[src/rtl/ifetch_queue.sv]
// Instruction-fetch front end: sequential fetch into a DEPTH-entry FIFO with redirect flush.
// Optional IFQ_STATS_EN adds saturating stall/flush counters (stall_cnt, flush_cnt).
module ifetch_queue #(
  parameter int DEPTH = 4,
  parameter int AW    = 8
) (
  input  logic                     clk,
  input  logic                     rstd,
  input  logic                     redirect,
  input  logic [31:0]              redirect_pc,
  output logic                     imem_req,
  output logic [AW-1:0]            imem_addr,
  input  logic [31:0]              imem_rdata,
  output logic                     out_valid,
  output logic [31:0]              out_ins,
  output logic [31:0]              out_pc,
  input  logic                     out_ready,
  output logic [$clog2(DEPTH):0]   count
`ifdef IFQ_STATS_EN
  ,
  output logic [15:0]              stall_cnt,
  output logic [15:0]              flush_cnt
`endif
);

  localparam int PW = $clog2(DEPTH);
  localparam int CW = PW + 1;

  logic [AW-1:0] fetch_pc_q, fetch_pc_d;
  logic          inflight_q, inflight_d;
  logic [AW-1:0] rsp_pc_q;
  logic [CW-1:0] count_q, count_d;
  logic [PW-1:0] wr_ptr_q, wr_ptr_d;
  logic [PW-1:0] rd_ptr_q, rd_ptr_d;

  logic [31:0]   ins_mem [DEPTH];
  logic [AW-1:0] pc_mem  [DEPTH];

  logic          issue;
  logic          push;
  logic          pop;
  logic [CW:0]   used;
  logic          unused_rpc_hi;

  assign unused_rpc_hi = ^redirect_pc[31:AW];

  // Credits count the in-flight read so a returning word always has a free slot.
  assign used      = {1'b0, count_q} + (CW+1)'(inflight_q);
  assign issue     = !rstd && !redirect && (used < (CW+1)'(DEPTH));
  assign push      = inflight_q && !redirect;
  assign out_valid = (count_q != '0);
  assign pop       = out_valid && out_ready && !redirect;

  assign imem_req  = issue;
  assign imem_addr = fetch_pc_q;
  assign count     = count_q;
  assign out_ins   = ins_mem[rd_ptr_q];
  assign out_pc    = 32'(pc_mem[rd_ptr_q]);

  always_comb begin
    fetch_pc_d = fetch_pc_q;
    inflight_d = issue;
    count_d    = count_q;
    wr_ptr_d   = wr_ptr_q;
    rd_ptr_d   = rd_ptr_q;
    if (issue) begin
      fetch_pc_d = fetch_pc_q + AW'(1);
    end
    if (redirect) begin
      fetch_pc_d = redirect_pc[AW-1:0];
      count_d    = '0;
      wr_ptr_d   = '0;
      rd_ptr_d   = '0;
    end else begin
      if (push) wr_ptr_d = wr_ptr_q + PW'(1);
      if (pop)  rd_ptr_d = rd_ptr_q + PW'(1);
      case ({push, pop})
        2'b10:   count_d = count_q + CW'(1);
        2'b01:   count_d = count_q - CW'(1);
        default: count_d = count_q;
      endcase
    end
  end

  always_ff @(posedge clk) begin
    if (rstd) begin
      fetch_pc_q <= '0;
      inflight_q <= 1'b0;
      count_q    <= '0;
      wr_ptr_q   <= '0;
      rd_ptr_q   <= '0;
    end else begin
      fetch_pc_q <= fetch_pc_d;
      inflight_q <= inflight_d;
      count_q    <= count_d;
      wr_ptr_q   <= wr_ptr_d;
      rd_ptr_q   <= rd_ptr_d;
    end
  end

  // Response stage: the PC of the issued read travels one cycle behind the request.
  always_ff @(posedge clk) begin
    if (issue) rsp_pc_q <= fetch_pc_q;
    if (push) begin
      ins_mem[wr_ptr_q] <= imem_rdata;
      pc_mem[wr_ptr_q]  <= rsp_pc_q;
    end
  end

`ifdef IFQ_STATS_EN
  function automatic logic [15:0] sat_inc16(input logic [15:0] v);
    return (v == 16'hFFFF) ? v : v + 16'd1;
  endfunction

  logic [15:0] stall_cnt_q, flush_cnt_q;

  always_ff @(posedge clk) begin
    if (rstd) begin
      stall_cnt_q <= '0;
      flush_cnt_q <= '0;
    end else begin
      if (out_ready && !out_valid) stall_cnt_q <= sat_inc16(stall_cnt_q);
      if (redirect)                flush_cnt_q <= sat_inc16(flush_cnt_q);
    end
  end

  assign stall_cnt = stall_cnt_q;
  assign flush_cnt = flush_cnt_q;
`endif

endmodule
[config.mk]
export PLATFORM = sky130hd
export DESIGN_NAME = ifetch_queue
export DESIGN_NICKNAME = d
export VERILOG_FILES = /design/src/rtl/ifetch_queue.sv
export SDC_FILE = /design/constraint.sdc
export NUM_CORES = 1
export LEC_CHECK = 0
export CORE_MARGIN = 10
export CORE_UTILIZATION = 40
export CTS_BUF_LIST = sky130_fd_sc_hd__clkbuf_4 sky130_fd_sc_hd__clkbuf_8 sky130_fd_sc_hd__clkbuf_16
export CTS_CLUSTER_DIAMETER = 100
export DETAILED_ROUTE_END_ITERATION = 8
export GPL_TIMING_DRIVEN = 1
export SYNTH_ARGS = -nofsm -noshare
export SYNTH_HDL_FRONTEND = slang
export SYNTH_SLANG_ARGS = --single-unit
[constraint.sdc]
create_clock -name clk -period 3 [get_ports clk]
set_input_delay 0.75 -clock clk [delete_from_list [all_inputs] [get_ports clk]]
set_output_delay 0.75 -clock clk [all_outputs]
set_load 0.02 [all_outputs]
==> run metrics <==
status finished, final reports clean; synthesized-area fraction occupied by adder cells 1.34%; Worst Setup End Kind output port; vias post-DR 3533; fmax 346 MHz; Max Cap Viol 0; largest net degree at the start of global routing 28; P_leak 3.08 nW; H-tree depth 4; footprint of the multi-input gates 1530 um2; synthesis-to-layout area growth 28.1%; TNS Setup 0 ps; EDFF count, synth around 170; Yosys cell types 40; hpwl dp roughly 8.9 mm; Routed Antenna Nets 0; share of cells above drive strength 1 between 20% and 30%; Remaining Overflow, GRT 0; CP Buf/Inv Count 2; fin crit period 2890 ps; CTS tree done; Power Total 5.56 mW; first-pass GRT wire length 21.8 mm; GRT Total Usage 12.1%; Area contributors post-synth edfxtp_1 71%, mux4_2 13%, dfxtp_1 5.1%; initial drt markers 156; count of pins over their slew limit 0; Async SR Flop Fraction 0%; crit path DAT about 2100 ps; register area 5410 um2; RSZ-0062 raised after global routing false; Seq cells post-synth 186; pwr/cell area approximately 610 nW/um2; die area 23500 um2; routability congestion estimate about 0.84; number of global-route vias before repair 3827; postcts setup bufs 0; final setup fails 0; drt wl/cell 19.3 um; Hold Slack 498 ps; Main synth FF type edfxtp_1; Ports 145; IO buf count 96; type of origin of the critical path flop; pre-CTS setup slack 15.4 ps; final hold vios 0; clk_lat worst skew roughly 420 ps; Seq/Total Area, Yosys 76.0%; Post-Synth Simple-Gate Area 3.17%; core area 17400 um2; chip width 153 um; Top delay family on crit path buffers and inverters; WS Path Type reg -> out; clock buffer depth 2; Cell Rows 48; period utilization between 90 and 100%; crit path max-delay cell type clkdlybuf4s50_1; CTS root buf clkbuf_16; CTS buffer count 17; Post-synth top cells 168 x edfxtp_1, 40 x mux4_2, 24 x buf_4; Synth Warn # 0; vias per std cell 4.98; cell area after layout ~9100 um2; Mapped Area 7110 um2; Synth area leader edfxtp_1; largest family of logic cells by synthesized area multiplexers; crit path cell chain buf_16, mux4_2, clkdlybuf4s50_1; ANT cells 0; Die Height 153 um; slowest stage delay, CP 560 ps; Syn Area/Cell 20.2 um2; Area after DPL 8410 um2; post-synthesis compound-gate area fraction ~1.9%; post-synth top area share 70.9%; Min-Delay Path Class reg -> reg; initial antenna violation count 0; drt total wl approximately 14 mm; Clock Skews 4.87 ps; Syn Inst Count 352; WP data required 2250 ps; nets between 500 and 600; clock slew at reported path FFs 70 ps; most frequent cell after synthesis edfxtp_1; final worst setup slack roughly 110 ps; Worst IR Drop VDD 0.000394 V; TritonRoute pass-1 iters 4; Fill cells 1350; multiplexer area fraction after synthesis 13.1%; Sink Count 186; CP Max Fanout 25; DRC viols 0; Initial Util 41.0%; XOR/XNOR share of the synthesized area less than 1%
layout make-up:
| class | instances | share of cell area [%] |
|---|---|---|
| sequential | 186 | 59.4 |
| tap | 225 | 3.09 |
| clock buffer | 19 | 4.83 |
| clock inverter | 13 | 2.37 |
| inverter | 11 | 0.453 |
| timing repair buffer | 113 | 13.2 |
| multi-input combinational | 143 | 16.7 |
logic make-up (layout without fill, tap and decap cells):
kind of cell,count (synthesis),after routing
flops,186,186
buf+inv,46,156
simple gates,44,44
mux,43,43
compound gates,20,20
fa+ha+maj,7,7
xor+xnor,5,5
other cells,1,24
where the power goes:
part	total [mW]	switching, mW	internal (mW)	leakage [nW]
Clock	2.42	0.909	1.51	0.312
Combinational	0.269	0.142	0.126	1.10
Sequential	2.88	0.0222	2.86	1.67
Total	5.56	1.07	4.49	3.08
path summary, 6_finish.rpt:
kind         depth (start not counted)         from      endpoint  slack [ps]
max                                  3         flop     out_pc[3]         110
min                                  0  rsp_pc_q[4]  pc_mem[3][4]         500
max reg2reg                          8     count[2]      count[2]         840
min reg2reg                          0  rsp_pc_q[4]  pc_mem[3][4]         500
per-layer routing:
metal  track usage, %  up-vias  routed length [um]
met5                0        -                   0
met4             4.68        0                 210
met3             4.52       18                 938
met2             18.7      114                6700
met1             15.0     1797                5880
li1                 -     1604                   -
cell usage in the layout, fill, tap and decap left out, types with 2 or more instances in the layout:
cell type / n
nor2_1: 11
nand3_1: 3
buf_12: 4
clkbuf_4: 2
and3_1: 2
ha_1: 6
nor2b_1: 2
o22ai_1: 2
dfxtp_1: 16
inv_8: 2
clkinvlp_4: 3
clkbuf_16: 17
mux2i_1: 2
mux4_2: 40
edfxtp_1: 168
xor2_1: 2
xnor2_1: 3
or3_1: 2
buf_4: 11
nand2_1: 13
inv_1: 10
and2_2: 4
nand4_1: 2
dlymetal6s2s_1: 14
conb_1: 24
clkinv_4: 2
clkdlybuf4s50_1: 81
bufinv_16: 5
a21oi_1: 9
sequential cells by signal (all words and copies together), names as in the netlist, named ones only:
register / cells
imem_addr: 8
rsp_pc_q: 8
wr_ptr_q: 2
ins_mem: 128
count: 3
inflight_q: 1
rd_ptr_q: 2
pc_mem: 32
timing repair:
action,CTS,global route
cloned,0,0
hold buffers,0,0
endpoints found under the setup margin,13,16
resized for setup,2,16
per-stage QoR:
step | utilization, % | cells
after floorplan | - | 375
after global placement | 48.5 | 678
after detailed placement | 48.5 | 678
after CTS | 52.2 | 710
after global routing | 52.5 | 710
final | 52.5 | 710
Power figures use the tool's default switching activity.
